## config.mk

```make
export PLATFORM = sky130hd
export DESIGN_NAME = instruction_decode_stage
export DESIGN_NICKNAME = d
export VERILOG_FILES = /design/src/rtl/mips_pkg.sv /design/src/rtl/register_file.sv /design/src/rtl/instruction_decode_stage.sv
export SDC_FILE = /design/constraint.sdc
export NUM_CORES = 2
export LEC_CHECK = 0
export ABC_AREA = 0
export BUFFER_PORTS_ARGS = -buffer_cell sky130_fd_sc_hd__buf_2
export CAP_MARGIN = 40
export CORE_ASPECT_RATIO = 1.25
export CORE_UTILIZATION = 24
export CTS_BUF_LIST = sky130_fd_sc_hd__clkbuf_8
export CTS_CLUSTER_DIAMETER = 40
export DETAILED_ROUTE_END_ITERATION = 6
export PLACE_DENSITY = 0.44
export SYNTH_ARGS = -nofsm -noshare
export SYNTH_HDL_FRONTEND = slang
export SYNTH_SLANG_ARGS = --single-unit
```

## constraint.sdc

```tcl
create_clock -name clk -period 77.4 [get_ports clk]
set_input_delay 15.48 -clock clk [delete_from_list [all_inputs] [get_ports clk]]
set_output_delay 15.48 -clock clk [all_outputs]
set_load 0.01 [all_outputs]
```

## src/rtl/mips_pkg.sv

```systemverilog
// mips_pkg: shared types and helpers for the MIPS-Lite pipeline.
//   Opcode   - 6-bit opcode enum
//   Instruct - 32-bit instruction word: opcode[31:26] rs[25:21] rt[20:16] imm[15:0].
//              For R-type instructions rd lives in imm[15:11] (see instr_rd).
//   IdEx     - decoded control carried in the ID/EX latch
package mips_pkg;

  localparam int ADDRESSWIDTH = 32;
  localparam int DATAWIDTH    = 32;
  localparam int NUMREGS      = 32;

  typedef enum logic [5:0] {
    OP_ADD  = 6'd0,  OP_ADDI = 6'd1,  OP_SUB  = 6'd2,  OP_SUBI = 6'd3,
    OP_MUL  = 6'd4,  OP_MULI = 6'd5,  OP_OR   = 6'd6,  OP_ORI  = 6'd7,
    OP_AND  = 6'd8,  OP_ANDI = 6'd9,  OP_XOR  = 6'd10, OP_XORI = 6'd11,
    OP_LDW  = 6'd12, OP_STW  = 6'd13, OP_BZ   = 6'd14, OP_BEQ  = 6'd15,
    OP_JR   = 6'd16, OP_HALT = 6'd17
  } Opcode;

  typedef struct packed {
    logic [5:0]  opcode;
    logic [4:0]  rs;
    logic [4:0]  rt;
    logic [15:0] imm;
  } Instruct;

  // Opcode is kept as raw bits so unknown encodings still pass through.
  typedef struct packed {
    logic [5:0] opcode;
    logic [4:0] dest;
    logic       regWrite;
    logic       memRead;
    logic       memWrite;
  } IdEx;

  function automatic logic [4:0] instr_rd(input Instruct i);
    return i.imm[15:11];
  endfunction

  // ALU ops 0..11: even = register form, odd = immediate form
  function automatic logic is_rtype(input logic [5:0] op);
    return (op <= 6'd10) && !op[0];
  endfunction

  function automatic logic is_itype(input logic [5:0] op);
    return (op <= 6'd11) && op[0];
  endfunction

  function automatic logic uses_rs(input logic [5:0] op);
    return op != OP_HALT;
  endfunction

  function automatic logic uses_rt(input logic [5:0] op);
    return is_rtype(op) || (op == OP_STW) || (op == OP_BEQ);
  endfunction

  function automatic IdEx decode(input Instruct i);
    IdEx d;
    d        = '0;
    d.opcode = i.opcode;
    if (is_rtype(i.opcode)) begin
      d.dest     = instr_rd(i);
      d.regWrite = 1'b1;
    end else if (is_itype(i.opcode) || i.opcode == OP_LDW) begin
      d.dest     = i.rt;
      d.regWrite = 1'b1;
    end
    d.memRead  = (i.opcode == OP_LDW);
    d.memWrite = (i.opcode == OP_STW);
    return d;
  endfunction

endpackage

```

## src/rtl/register_file.sv

```systemverilog
// register_file: NUMREGS x DATAWIDTH, two async read ports, one write port.
//   clk/reset        rising edge, async active-high clear
//   raddr1/rdata1    read port 1 (rs)
//   raddr2/rdata2    read port 2 (rt)
//   wen/waddr/wdata  write port; writes to R0 are dropped
// A read of the register being written this cycle returns wdata, so the
// writeback stage never needs an extra forwarding path into decode.
module register_file #(
  parameter int DATAWIDTH = 32,
  parameter int NUMREGS   = 32,
  parameter int REGW      = $clog2(NUMREGS)
) (
  input  logic                 clk,
  input  logic                 reset,
  input  logic [REGW-1:0]      raddr1,
  input  logic [REGW-1:0]      raddr2,
  output logic [DATAWIDTH-1:0] rdata1,
  output logic [DATAWIDTH-1:0] rdata2,
  input  logic                 wen,
  input  logic [REGW-1:0]      waddr,
  input  logic [DATAWIDTH-1:0] wdata
);

  logic [NUMREGS-1:0][DATAWIDTH-1:0] regs;

  always_ff @(posedge clk or posedge reset) begin
    if (reset) begin
      regs <= '0;
    end else if (wen && waddr != '0) begin
      regs[waddr] <= wdata;
    end
  end

  always_comb begin
    rdata1 = regs[raddr1];
    if (raddr1 == '0)                  rdata1 = '0;
    else if (wen && raddr1 == waddr)   rdata1 = wdata;
  end

  always_comb begin
    rdata2 = regs[raddr2];
    if (raddr2 == '0)                  rdata2 = '0;
    else if (wen && raddr2 == waddr)   rdata2 = wdata;
  end

endmodule

```

## src/rtl/instruction_decode_stage.sv

```systemverilog
// instruction_decode_stage: pipeline stage 2 (IF/ID latch -> decode -> ID/EX latch).
//   clk, reset            rising-edge clock, async active-high reset
//   instruction, pcPlus4  from fetch, captured into IF/ID unless stalled
//   branchTaken           from EX; flushes IF/ID and bubbles ID/EX
//   wbEnable/wbReg/wbData register-file write port (from writeback)
//   stall                 combinational; fetch holds its PC while high
//   idex*                 ID/EX latch contents (1-cycle latency after IF/ID)
//   halted                HALT decoded; front end frozen until reset
module instruction_decode_stage #(
  parameter int ADDRESSWIDTH = mips_pkg::ADDRESSWIDTH,
  parameter int DATAWIDTH    = mips_pkg::DATAWIDTH,
  parameter int NUMREGS      = mips_pkg::NUMREGS
) (
  input  logic                    clk,
  input  logic                    reset,
  input  logic [31:0]             instruction,
  input  logic [ADDRESSWIDTH-1:0] pcPlus4,
  input  logic                    branchTaken,
  input  logic                    wbEnable,
  input  logic [4:0]              wbReg,
  input  logic [DATAWIDTH-1:0]    wbData,
  output logic                    stall,
  output logic                    idexValid,
  output logic [5:0]              idexOpcode,
  output logic [DATAWIDTH-1:0]    idexRsData,
  output logic [DATAWIDTH-1:0]    idexRtData,
  output logic [DATAWIDTH-1:0]    idexImm,
  output logic [4:0]              idexDest,
  output logic                    idexRegWrite,
  output logic                    idexMemRead,
  output logic                    idexMemWrite,
  output logic [ADDRESSWIDTH-1:0] idexPcPlus4,
  output logic                    halted
);
  import mips_pkg::*;

  typedef enum logic {RUN, HALTED} state_t;

  state_t                  state, stateNext;
  Instruct                 ifidInstr;
  logic [ADDRESSWIDTH-1:0] ifidPc;
  logic [1:0]              vld_pipe;   // [0] IF/ID valid, [1] ID/EX valid
  IdEx                     idexCtl, dec;
  logic [DATAWIDTH-1:0]    rsData, rtData;
  logic                    loadUse, bubble;

  register_file #(.DATAWIDTH(DATAWIDTH), .NUMREGS(NUMREGS), .REGW(5)) u_rf (
    .clk    (clk),
    .reset  (reset),
    .raddr1 (ifidInstr.rs),
    .raddr2 (ifidInstr.rt),
    .rdata1 (rsData),
    .rdata2 (rtData),
    .wen    (wbEnable),
    .waddr  (wbReg),
    .wdata  (wbData)
  );

  assign dec = decode(ifidInstr);

  // Load in EX whose destination is read by the instruction in ID
  assign loadUse = vld_pipe[0] && vld_pipe[1] && idexCtl.memRead && idexCtl.dest != 5'd0
                && ((uses_rs(ifidInstr.opcode) && idexCtl.dest == ifidInstr.rs)
                 || (uses_rt(ifidInstr.opcode) && idexCtl.dest == ifidInstr.rt));

  always_ff @(posedge clk or posedge reset) begin
    if (reset) state <= RUN;
    else       state <= stateNext;
  end

  // branchTaken outranks everything: the instructions in ID are on the wrong path
  always_comb begin
    stateNext = state;
    stall     = 1'b0;
    if (branchTaken) begin
      stall = 1'b0;
    end else if (state == HALTED) begin
      stall = 1'b1;
    end else begin
      stall = loadUse;
      if (vld_pipe[0] && ifidInstr.opcode == OP_HALT) stateNext = HALTED;
    end
  end

  assign bubble = branchTaken || stall || !vld_pipe[0];

  always_ff @(posedge clk or posedge reset) begin
    if (reset) begin
      ifidInstr   <= '0;
      ifidPc      <= '0;
      vld_pipe    <= '0;
      idexCtl     <= '0;
      idexRsData  <= '0;
      idexRtData  <= '0;
      idexImm     <= '0;
      idexPcPlus4 <= '0;
    end else begin
      if (branchTaken) begin
        ifidInstr   <= '0;
        ifidPc      <= '0;
        vld_pipe[0] <= 1'b0;
      end else if (!stall) begin
        ifidInstr   <= Instruct'(instruction);
        ifidPc      <= pcPlus4;
        vld_pipe[0] <= 1'b1;
      end

      if (bubble) begin
        vld_pipe[1] <= 1'b0;
        idexCtl     <= '0;
        idexRsData  <= '0;
        idexRtData  <= '0;
        idexImm     <= '0;
        idexPcPlus4 <= '0;
      end else begin
        vld_pipe[1] <= 1'b1;
        idexCtl     <= dec;
        idexRsData  <= rsData;
        idexRtData  <= rtData;
        // sign-extended even for logical ops
        idexImm     <= {{(DATAWIDTH-16){ifidInstr.imm[15]}}, ifidInstr.imm};
        idexPcPlus4 <= ifidPc;
      end
    end
  end

  assign idexValid    = vld_pipe[1];
  assign idexOpcode   = idexCtl.opcode;
  assign idexDest     = idexCtl.dest;
  assign idexRegWrite = idexCtl.regWrite;
  assign idexMemRead  = idexCtl.memRead;
  assign idexMemWrite = idexCtl.memWrite;
  assign halted       = (state == HALTED);

endmodule
```

==> results.yml <==
power:
  p_clk_share_pct: 38.8
  p_int_uw: 1250
  p_switching_uw: 434
  irDropWorstVdd_uv: 14.0
  pwr-share-seq_pct: 48.0
  pwr-share-comb_pct: 13.3
  power_density_nw_per_um2: 23.6
  p_leak_uw: 0.0296
  swShare_pct: 25.8
cts:
  worstSkewPairLatency_ns: 0.97
  tritoncts: "done"
  clock_path_buffers: 4
  cts.sinks: 1217
  cts-root-buf: "clkbuf_8"
  clk_pin_slew_worst_paths_ns: 0.05
  cts_buffers: 217
  cts_resized: 0
  ctsHoldBuffers: 0
  cts.htree.levels: 4
  postCtsSetupBuffers: 0
die:
  core_um2: 255000
  ios: 250
  initial_core_util_pct: 24.2
  die_area_um2: 259000
  die_w_um: 455
  fp-row-count: 207
  die_h_um: 568
synth:
  synth_area_leaders: "dfrtp_1, mux4_2, mux2_2, mux2i_1, clkbuf_1"
  synth.distinct_cells: 41
  async_flop_share_pct: 100
  synth_top_area_share_pct: 49.4
  synth_edf_count: 0
  netlist_instances: 4038
  yosysSeqAreaShare_pct: 49.4
  synth_area_um2: 61600
  avgSynthCellArea_um2: 15.3
  yosys.area.top_type: "dfrtp_1"
  synth_ff_type: "dfrtp_1"
  syn_nets: 4143
  ys_ff_latch: 1217
  yosysWarnings: 0
placement:
  dp_hpwl_mm: 123
  portBuffers: 249
  gp_congestion: 0.742
  dpl_cell_area_um2: 66700
timing:
  hold_viol_final: 0
  finalMaxSlewViolations: 0
  setup_viol: 0
  final.setup.tns_ns: 0
  fin_worst_skew_ns: 0.0514
  tightest_slew_ns: 1.11
  finalHoldWorstSlack_ns: 0.390
  timing.final.crit_period_ns: 31.95
  finalCritPeriodShare_pct: 41.3
  rsz0062_at_grt: "false"
  max_slew_margin_pct: 25.8
  fmax_mhz: 31.3
global_route:
  overflow: 0
  grt_max_degree: 175
  grt_use_total_pct: 16.3
  grt_pass1_wl_mm: 306
  grt_pass1_vias: 40802
  antenna_found_initial: 27
job:
  cap_violations: 0
finish:
  layout-drive-gt1-share_pct: 53.8
  layout.nets: 4250
  final_area_um2: 71300
  area_growth_pct: 15.7
route:
  dr.pass1.iters: 5
  drc: 0
  wl_per_cell_um: 27.8
  viasPerCell: 4.98
  route.vias.total: 38067
  wl_mm: 213
  drt.antenna.violating_nets: 0
  drt_iter0_drc: 2449
setup_path:
  cp.required_ns: 61.92
  worst_setup_path_end_kind: "output pin"
  critPathMaxFanout: 67
  rr_startpoint: "ifidInstr[17]$_DFFE_PP0P_"
  arrival_ns: 16.47
  worst-r2r-setup-slack_ns: 72.55
  critPathLaunchType: "input pin"
  worstSetupPathType: "in2out"
  r2r_cells: 7
  rr_endpoint: "idexRtData[7]$_DFF_PP0_"
hold_path:
  hp-class: "reg2reg"
  min_to: "u_rf.regs[28]$_DFFE_PP0P_"
  hold_depth: 0
  worstHoldStart: "u_rf.regs[28]$_DFFE_PP0P_"
outcome:
  status: "finished, final reports clean"
[power groups by stage]
stage          clock [uW]  sequential (uW)  combinational [uW]
2_1_floorplan           0              798                 186
3_3_place_gp            0              810                 219
3_5_place_dp            0              817                 226
4_1_cts               675              806                 227
5_1_grt               701              823                 241
6_report              653              808                 223
[worst max-delay path by stage]
stage | to | cells after the start | startpoint | slack, ns
floorplan | dec[10]$_DFFE_PP0P_ | 1 | reset | 27.63
global placement | stall | 4 | branchTaken | 45.40
detailed placement | stall | 4 | branchTaken | 45.45
CTS | stall | 4 | branchTaken | 45.44
global route | stall | 4 | branchTaken | 45.39
finish | stall | 4 | branchTaken | 45.45
[per-stage QoR]
step	utilization (%)	cells	total power, uW	worst slack [ns]
global placement	25.9	7235	1030	45.40
global route	28.0	7644	1760	45.39
finish	28.0	7650	1680	45.45
CTS	28.0	7635	1710	45.44
floorplan	-	4038	984	27.63
detailed placement	26.2	7269	1040	45.45
[cell families after synthesis]
group                  count (synthesis)  synth area share, %
AO/OA/AOI/OAI                        277                 2.71
flip-flops                          1217                 49.4
XOR/XNOR                              21                0.299
multiplexers                        1693                 41.1
AND/OR/NAND/NOR                      345                 2.81
buffers and inverters                485                 3.62
[cell type report]
cell class	count	area [um^2]
repair buffers	369	2790
multi-input cells	2336	29200
inverters	4	22.5
clock buffers	256	3520
diodes	14	35.0
flip-flops and latches	1217	30500
clock inverters	110	1030
well taps	3344	4180
fillers	25804	184000
[synth_stat cells (all sizes together), types with 4 or more instances]
library cell     n
xor2            16
nand2           25
inv              4
clkbuf         253
nand3           71
xnor2            5
nand3b           5
mux2i          129
nor2            89
nand2b           4
dfrtp         1217
mux4           572
nor3            66
a22oi            5
o22ai           63
a21oi           72
nor3b            6
o21ai           67
and3            57
nor4             5
mux2           992
buf            228
a211oi          65
[worst max-delay path: stages]
cell and delay, ns:
buf_2 0.08, buf_4 0.61, a21oi_1 0.10, buf_2 0.19
[cell usage in the layout, fill, tap and decap left out, drive strengths merged, types with 2 or more instances in the layout]
cell | Yosys | final
a211oi | 65 | 65
diode | 0 | 14
bufinv | 0 | 19
or4 | 3 | 3
mux4 | 572 | 572
nand2b | 4 | 4
nor3b | 6 | 6
nand2 | 25 | 25
nor4 | 5 | 5
buf | 228 | 368
a21oi | 72 | 72
mux2 | 992 | 992
nor3 | 66 | 66
xor2 | 16 | 16
o22ai | 63 | 63
mux2i | 129 | 129
and2 | 2 | 2
nand3 | 71 | 71
nor4b | 3 | 3
or2 | 3 | 3
a22oi | 5 | 5
nor2b | 2 | 2
clkbuf | 253 | 257
nor2 | 89 | 89
o21ai | 67 | 67
xnor2 | 5 | 5
inv | 4 | 58
clkinv | 0 | 29
nand4 | 2 | 2
dfrtp | 1217 | 1217
clkinvlp | 0 | 8
nand3b | 5 | 5
and3 | 57 | 57
[registers in the layout (all words and copies together) (netlist names)]
name          count
dec               6
idexImm          16
ifidPc           32
ifidInstr        26
idexPcPlus4      32
idexRsData       32
idexMemRead       1
vld_pipe          2
idexRegWrite      1
idexRtData       32
halted            1
u_rf.regs      1024
idexOpcode        6
idexMemWrite      1
idexDest          5
[metal layers]
metal  share of wire [%]  vias up  GRT usage, %
li1                    -    15717             -
met1                  41    20826          20.5
met5               0.035        -             0
met4                 4.3       12          6.95
met2                  50     1072          27.4
met3                 4.7      440          2.57
No activity file was read; power rests on OpenSTA's default activity.
